--- src/rtl/hazard_controller_if.sv ---
// Bundle between the pipeline datapath and the hazard controller: hazard
// sources flow in, stage load enables / bubble / flush / stall count flow out.
interface hazard_controller_if;
   logic        ex_mem_read;
   logic        ex_reg_write;
   logic [2:0]  ex_dest;
   logic [2:0]  id_sr1;
   logic [2:0]  id_sr2;
   logic        id_use_sr1;
   logic        id_use_sr2;
   logic        imem_req;
   logic        imem_resp;
   logic        dmem_req;
   logic        dmem_resp;
   logic        br_taken;

   logic        ld_pc;
   logic        ld_if_id;
   logic        ld_id_ex;
   logic        ld_ex_mem;
   logic        ld_mem_wb;
   logic        bubble_id_ex;
   logic        flush;
   logic [15:0] stall_cnt;

   modport master (
      output ex_mem_read, ex_reg_write, ex_dest, id_sr1, id_sr2,
             id_use_sr1, id_use_sr2, imem_req, imem_resp,
             dmem_req, dmem_resp, br_taken,
      input  ld_pc, ld_if_id, ld_id_ex, ld_ex_mem, ld_mem_wb,
             bubble_id_ex, flush, stall_cnt
   );

   modport slave (
      input  ex_mem_read, ex_reg_write, ex_dest, id_sr1, id_sr2,
             id_use_sr1, id_use_sr2, imem_req, imem_resp,
             dmem_req, dmem_resp, br_taken,
      output ld_pc, ld_if_id, ld_id_ex, ld_ex_mem, ld_mem_wb,
             bubble_id_ex, flush, stall_cnt
   );
endinterface

--- src/rtl/hazard_controller.sv ---
// Pipeline hazard controller: memory-wait freeze, branch flush, load-use bubble.
// Optional stall-cycle counter enabled by defining HAZARD_PERF_CNT_EN.
module hazard_controller (
   input  logic                 clk,
   input  logic                 rst,
   hazard_controller_if.slave   hz
);

   typedef enum logic [1:0] {RUN, LU_BUBBLE, MEM_WAIT} state_t;

   state_t state;
   state_t next_state;

   logic load_use;
   logic dmem_stall;
   logic imem_wait;
   logic ld_front;
   logic ld_back;
   logic bubble;
   logic flush_int;

   assign load_use = hz.ex_mem_read & hz.ex_reg_write &
                     ((hz.id_use_sr1 & (hz.id_sr1 == hz.ex_dest)) |
                      (hz.id_use_sr2 & (hz.id_sr2 == hz.ex_dest)));

   // MEM_WAIT holds the freeze until the response arrives even if req drops.
   assign dmem_stall = (hz.dmem_req & ~hz.dmem_resp) |
                       ((state == MEM_WAIT) & ~hz.dmem_resp);
   assign imem_wait  = hz.imem_req & ~hz.imem_resp;

   always_ff @(posedge clk or posedge rst) begin
      if (rst) begin
         state <= RUN;
      end else begin
         state <= next_state;
      end
   end

   always_comb begin
      next_state = state;
      ld_front   = 1'b1;
      ld_back    = 1'b1;
      bubble     = 1'b0;
      flush_int  = 1'b0;
      if (rst) begin
         next_state = RUN;
         ld_front   = 1'b0;
         ld_back    = 1'b0;
         bubble     = 1'b1;
      end else if (dmem_stall) begin
         next_state = MEM_WAIT;
         ld_front   = 1'b0;
         ld_back    = 1'b0;
      end else begin
         unique case (state)
            MEM_WAIT: begin
               flush_int  = hz.br_taken;
               next_state = (load_use & ~hz.br_taken) ? LU_BUBBLE : RUN;
            end
            LU_BUBBLE: begin
               flush_int  = hz.br_taken;
               next_state = RUN;
            end
            default: begin
               next_state = RUN;
               if (hz.br_taken) begin
                  flush_int = 1'b1;
               end else if (load_use) begin
                  ld_front   = 1'b0;
                  bubble     = 1'b1;
                  next_state = LU_BUBBLE;
               end else if (imem_wait) begin
                  ld_front = 1'b0;
                  bubble   = 1'b1;
               end
            end
         endcase
      end
   end

   assign hz.ld_pc        = ld_front;
   assign hz.ld_if_id     = ld_front;
   assign hz.ld_id_ex     = ld_back;
   assign hz.ld_ex_mem    = ld_back;
   assign hz.ld_mem_wb    = ld_back;
   assign hz.bubble_id_ex = bubble;
   assign hz.flush        = flush_int;

`ifdef HAZARD_PERF_CNT_EN
   logic [15:0] stall_cnt_q;

   // Counts every edge the PC is held, saturating rather than wrapping.
   always_ff @(posedge clk or posedge rst) begin
      if (rst) begin
         stall_cnt_q <= 16'h0000;
      end else if (!ld_front && (stall_cnt_q != 16'hFFFF)) begin
         stall_cnt_q <= stall_cnt_q + 16'h0001;
      end
   end

   assign hz.stall_cnt = stall_cnt_q;
`else
   assign hz.stall_cnt = 16'h0000;
`endif

endmodule

--- src/flat_wrapper.sv ---
// flat-port wrapper written by rule: the top's interface ports become plain ports
module hazard_controller_flat 
  (clk, rst, hz_ex_mem_read, hz_ex_reg_write, hz_ex_dest, hz_id_sr1, hz_id_sr2, hz_id_use_sr1, hz_id_use_sr2, hz_imem_req, hz_imem_resp, hz_dmem_req, hz_dmem_resp, hz_br_taken, hz_ld_pc, hz_ld_if_id, hz_ld_id_ex, hz_ld_ex_mem, hz_ld_mem_wb, hz_bubble_id_ex, hz_flush, hz_stall_cnt);
  hazard_controller_if hz_i ();
  input  logic clk;
  input  logic rst;
  input wire logic [$bits(hz_i.ex_mem_read)-1:0] hz_ex_mem_read;
  input wire logic [$bits(hz_i.ex_reg_write)-1:0] hz_ex_reg_write;
  input wire logic [$bits(hz_i.ex_dest)-1:0] hz_ex_dest;
  input wire logic [$bits(hz_i.id_sr1)-1:0] hz_id_sr1;
  input wire logic [$bits(hz_i.id_sr2)-1:0] hz_id_sr2;
  input wire logic [$bits(hz_i.id_use_sr1)-1:0] hz_id_use_sr1;
  input wire logic [$bits(hz_i.id_use_sr2)-1:0] hz_id_use_sr2;
  input wire logic [$bits(hz_i.imem_req)-1:0] hz_imem_req;
  input wire logic [$bits(hz_i.imem_resp)-1:0] hz_imem_resp;
  input wire logic [$bits(hz_i.dmem_req)-1:0] hz_dmem_req;
  input wire logic [$bits(hz_i.dmem_resp)-1:0] hz_dmem_resp;
  input wire logic [$bits(hz_i.br_taken)-1:0] hz_br_taken;
  output wire logic [$bits(hz_i.ld_pc)-1:0] hz_ld_pc;
  output wire logic [$bits(hz_i.ld_if_id)-1:0] hz_ld_if_id;
  output wire logic [$bits(hz_i.ld_id_ex)-1:0] hz_ld_id_ex;
  output wire logic [$bits(hz_i.ld_ex_mem)-1:0] hz_ld_ex_mem;
  output wire logic [$bits(hz_i.ld_mem_wb)-1:0] hz_ld_mem_wb;
  output wire logic [$bits(hz_i.bubble_id_ex)-1:0] hz_bubble_id_ex;
  output wire logic [$bits(hz_i.flush)-1:0] hz_flush;
  output wire logic [$bits(hz_i.stall_cnt)-1:0] hz_stall_cnt;
  assign hz_i.ex_mem_read = hz_ex_mem_read;
  assign hz_i.ex_reg_write = hz_ex_reg_write;
  assign hz_i.ex_dest = hz_ex_dest;
  assign hz_i.id_sr1 = hz_id_sr1;
  assign hz_i.id_sr2 = hz_id_sr2;
  assign hz_i.id_use_sr1 = hz_id_use_sr1;
  assign hz_i.id_use_sr2 = hz_id_use_sr2;
  assign hz_i.imem_req = hz_imem_req;
  assign hz_i.imem_resp = hz_imem_resp;
  assign hz_i.dmem_req = hz_dmem_req;
  assign hz_i.dmem_resp = hz_dmem_resp;
  assign hz_i.br_taken = hz_br_taken;
  assign hz_ld_pc = hz_i.ld_pc;
  assign hz_ld_if_id = hz_i.ld_if_id;
  assign hz_ld_id_ex = hz_i.ld_id_ex;
  assign hz_ld_ex_mem = hz_i.ld_ex_mem;
  assign hz_ld_mem_wb = hz_i.ld_mem_wb;
  assign hz_bubble_id_ex = hz_i.bubble_id_ex;
  assign hz_flush = hz_i.flush;
  assign hz_stall_cnt = hz_i.stall_cnt;
  hazard_controller u_core (.clk(clk), .rst(rst), .hz(hz_i));
endmodule
--- config.mk ---
export PLATFORM = sky130hd
export DESIGN_NAME = hazard_controller_flat
export DESIGN_NICKNAME = d
export VERILOG_FILES = /design/src/rtl/hazard_controller_if.sv /design/src/rtl/hazard_controller.sv /design/src/flat_wrapper.sv
export SDC_FILE = /design/constraint.sdc
export NUM_CORES = 1
export LEC_CHECK = 0
export ABC_AREA = 1
export CAP_MARGIN = 5
export CORE_MARGIN = 2
export CORE_UTILIZATION = 31
export CTS_CLUSTER_DIAMETER = 150
export DETAILED_ROUTE_END_ITERATION = 7
export HOLD_SLACK_MARGIN = 0.06
export PLACE_DENSITY = 0.95
export SLEW_MARGIN = 20
export SYNTH_ARGS = -nofsm -noshare
export SYNTH_HDL_FRONTEND = slang
export SYNTH_SLANG_ARGS = --single-unit
--- constraint.sdc ---
create_clock -name clk -period 2 [get_ports clk]
set_input_delay 0.2 -clock clk [delete_from_list [all_inputs] [get_ports clk]]
set_output_delay 0.2 -clock clk [all_outputs]
set_load 0.005 [all_outputs]
* After elaboration in Yosys (flattened, before gate mapping) *
Cells that the tools add are included.

cells by class
  equality and inequality tests = 4
  reductions and logical operators = 1
  muxes and demuxes = 24
  bitwise operators = 13

operators by type and width
  cell                                            count
  2-to-1 mux 1 bit                                20
  AND 1 bit                                       8
  == test 3 bit                                   2
  2-to-1 mux 2 bit                                3
  one-hot mux 2 bit (2 select lines)              1
  inverter 1 bit                                  3
  == test 2 x 1 -> 1 bit (second input constant)  1
  == test 2 bit (second input constant)           1
  bitwise OR 1 bit                                2
  OR reduction 2 bit                              1

word-level totals
  register bits after elaboration = 2
  input port bits = 20
  logic and storage cells = 43
  output and inout port bits = 23

* Longest topological paths before layout *
  depth after elaboration = 9
  gate-level depth with buffers = 10
  depth with buffers taken out = 10

* Worst setup path before layout *
No wires, ideal clock.

  path type = reg2out
  start point = register u_core.state[0]
  end point = output port hz_ld_pc
  path buffers = 1
  cell stages (with the launch flop) = 9
  arrival = 1.196 ns
  slack = 0.604 ns
  required time = 1.800 ns
  cell sequence = dfrtp_1 -> inv_1 -> ha_1 -> nor2_1 -> nor2_1 -> nor2_2 -> inv_1 -> a21oi_1 -> buf_4

on the way
  longest elaborated chain between the ends = 5
  elaborated cells on any way between the ends = 8
  classes of those cells = eq/ne: 2; mux: 3; bitwise: 2; reduce/logical: 1

ends and longest elaborated chain
  what                                                                     line                                              text
  start: declaration                                                       hazard_controller.sv:11                           state_t state;
  start signal: assignment                                                 hazard_controller.sv:35                           state <= next_state;
  == test 2 x 1 -> 1 bit / == test 2 bit (equally long branches)           hazard_controller.sv:55, hazard_controller.sv:28
  OR reduction 2 bit (no source line) / AND 1 bit (equally long branches)  n/a
  2-to-1 mux 1 bit / bitwise OR 1 bit (equally long branches)              hazard_controller.sv:55, hazard_controller.sv:27
  2-to-1 mux 1 bit (*)                                                     hazard_controller.sv:50                           end else if (dmem_stall) begin
  2-to-1 mux 1 bit (*)                                                     hazard_controller.sv:45                           if (rst) begin
  end: declaration                                                         flat_wrapper.sv:19                                output wire logic [$bits(hz_i.ld_pc)-1:0] hz_ld_pc;

Every way passes the cells marked *; elsewhere a longest branch is shown, timed or not.

* Worst setup path in the final report *
  start point = register u_core.state[0]
  end point = output port hz_flush

on the way
  longest elaborated chain between the ends = 5
  elaborated cells on any way between the ends = 8
  classes of those cells = eq/ne: 2; mux: 3; bitwise: 2; reduce/logical: 1

ends and longest elaborated chain
  what                                                                     line                                              text
  == test 2 x 1 -> 1 bit / == test 2 bit (equally long branches)           hazard_controller.sv:55, hazard_controller.sv:28
  OR reduction 2 bit (no source line) / AND 1 bit (equally long branches)  n/a
  2-to-1 mux 1 bit / bitwise OR 1 bit (equally long branches)              hazard_controller.sv:55, hazard_controller.sv:27
  2-to-1 mux 1 bit (*)                                                     hazard_controller.sv:50
  2-to-1 mux 1 bit (*)                                                     hazard_controller.sv:45
  end: declaration                                                         flat_wrapper.sv:25                                output wire logic [$bits(hz_i.flush)-1:0] hz_flush;

Marks and branches as above.

==> results.toml <==
[die]
rows = 13
core_area_um2 = 1320
die_y_um = 41.8
io_pins = 43
start_util_pct = 33.6
die_area_um2 = 1750
fp.dieW_um = 41.8

[drt]
met3_length_um = 66
drtPass1Iterations = 4
vias = 458
drt-met1-wl_um = 343
dr_wl_met2_um = 513
routedWlPerCell_um = 7.80
drc_errors = 0
dr.max_layer_used = "met4"
wirelength_um = 951
routed_via_density = 3.75
ant_nets = 0
drt-initial-drc-count = 9

[synth]
ys_warn_count = 0
synth_seq_cells = 2
syn_area_um2 = 443
syn_avg_cell_area_um2 = 5.54
synth_cells = 80
seq_area_frac_synth_pct = 11.3
synth_cell_type_count = 14

[sta]
fin_crit_ns = 1.88
finalCritPeriodShare_pct = 93.9
hold_violations = 0
fin_skew_ns = 0.00517
rsz0062_at_grt = "no"
fmax_ghz = 0.532
slew_violations = 0
setup_viol = 0
tns_ns = 0

[clock_network]
cts.path.max_buffers = 2
cts-root-buf = "clkbuf_4"
hold_buffers = 0
clock_latency_ns = 0.23
tritoncts = "yes"
cts_buffers = 3
htree_levels = 1
clock_sinks = 2
clkTransAtPathRegs_ns = 0.03

[critical_path]
critical_path_class = "reg -> out"
rrSetupSlack_ns = 0.69
arrival_ns = 1.68
worstPathRequired_ns = 1.80
ff2ff_path_depth = 8
startpoint_type = "flop"
cpPeakStageDelay_ns = 0.50
path_max_fanout = 3
r2r_start = "u_core.state[0]"
worst_r2r_endpoint = "u_core.state[0]"
crit_top_cell = "nor2_1"
path_cells = "inv_1 -> ha_1 -> nor2_1 -> nor2_1 -> inv_1 -> nand2_1 -> nor2_1 -> clkdlybuf4s50_1"
cp-end-kind = "primary output"
cpMaxStageDelayCell = "clkdlybuf4s50_1"

[final_layout]
largest_reg_flops = 2
multi_input_area_um2 = 250
mostFrequentLayoutCells = "23 x nand2_1, 20 x clkdlybuf4s50_1, 16 x conb_1"
nets = 130
area_growth_pct = 52.8
top_regs = "u_core.state (2)"
mostFrequentLayoutCell = "nand2_1"
registers.top_by_ff_count = "u_core.state"
nFillCells = 132
drive_gt1_share_pct = 11.2
ff_latch_area_um2 = 50.0
diodes = 0
utilization_pct = 51.4

[min_path]
hold_path.class = "in -> async"

[flow_run]
timing.max_cap.violations = 0

[run_status]
status = "finished, final reports clean"

[power]
vdd_drop_max_mv = 0.172
leakagePower_nw = 0.419
cellPowerDensity_nw_per_um2 = 357

[place]
io_buffers = 26
place.gp.congestion = 0.734
hpwl_um = 796

[global_route]
grt_pass1_wl_um = 1460
grt_max_degree = 5
grt_pass1_vias = 400
gr-total-overflow = 0
globalRouteTotalUtil_pct = 11.0
antenna_found_initial = 0
==> report_power, final <==
| group | switching, mW | leakage [nW] | internal (mW) | total (mW) |
|---|---|---|---|---|
| logic | 0.0472 | 0.378 | 0.0609 | 0.108 |
| clock network | 0.0248 | 0.0138 | 0.0664 | 0.0911 |
| registers | 0.000265 | 0.0273 | 0.0418 | 0.0421 |
| total | 0.0723 | 0.419 | 0.169 | 0.241 |
==> Yosys cell counts <==
cell | instances | area, um2
buf_4 | 19 | 143
nor2_2 | 2 | 12.5
nand2_2 | 2 | 12.5
dfrtp_1 | 2 | 50.1
nand2_1 | 23 | 86.3
conb_1 | 1 | 3.75
ha_1 | 1 | 12.5
inv_1 | 15 | 56.3
nor3_1 | 1 | 5.00
a21oi_1 | 1 | 5.00
inv_2 | 1 | 3.75
nand3_2 | 1 | 10.0
nor2_1 | 10 | 37.5
o21ai_0 | 1 | 5.00
==> worst max path at each step <==
stage / cells after the start / startpoint / to
5_1_grt: 8 / u_core.state[0] / hz_flush
4_1_cts: 12 / hz_id_sr1[1] / hz_bubble_id_ex
3_3_place_gp: 12 / hz_ex_dest[1] / hz_bubble_id_ex
6_report: 8 / u_core.state[0] / hz_flush
2_1_floorplan: 8 / u_core.state[0] / hz_ld_pc
3_5_place_dp: 10 / hz_ex_dest[1] / hz_ld_if_id
==> per-stage QoR <==
stage / power, mW / setup slack [ns] / hold slack (ns) / instances / area (um2)
6_report: 0.241 / 0.122 / 0.238 / 122 / 677
3_3_place_gp: 0.148 / 0.00686 / 0.478 / 118 / 643
3_5_place_dp: 0.151 / -0.0659 / 0.479 / 118 / 643
5_1_grt: 0.258 / 0.0142 / 0.271 / 122 / 677
2_1_floorplan: 0.114 / 0.604 / -0.0505 / 95 / 499
4_1_cts: 0.243 / 0.0201 / 0.241 / 122 / 672
==> repair_timing <==
action                     CTS  global route
gates resized for setup      5             2
pin swaps                    1             1
setup endpoints to repair    3             3
buffers inserted             1             0
==> critical path, delay by kind of cell (launching register included) <==
kind                       cells  cell delay [ns]
DFF                            1             0.31
adders and majority gates      1             0.19
and+or+nand+nor                4             0.31
buffers and inverters          3             0.64
==> per-layer routing <==
metal,up-vias,global-route usage (%)
li1,249,-
met1,182,8.83
met2,23,22.2
met3,4,1.30
met4,0,9.68
met5,-,0
==> area by class of cell <==
| class | instances | area share (%) |
|---|---|---|
| clock buffers | 3 | 3.33 |
| inverters | 16 | 8.87 |
| multi-input cells | 58 | 37.0 |
| flip-flops and latches | 2 | 7.39 |
| well taps | 15 | 2.77 |
| repair buffers | 28 | 40.7 |
==> cell families after synthesis <==
logic type,count (synthesis),synth area share (%)
compound gates,2,2.26
simple gates,39,37.0
buf+inv,35,45.8
flops,2,11.3
other cells,1,0.847
fa+ha+maj,1,2.82
Power figures use the tool's default switching activity.
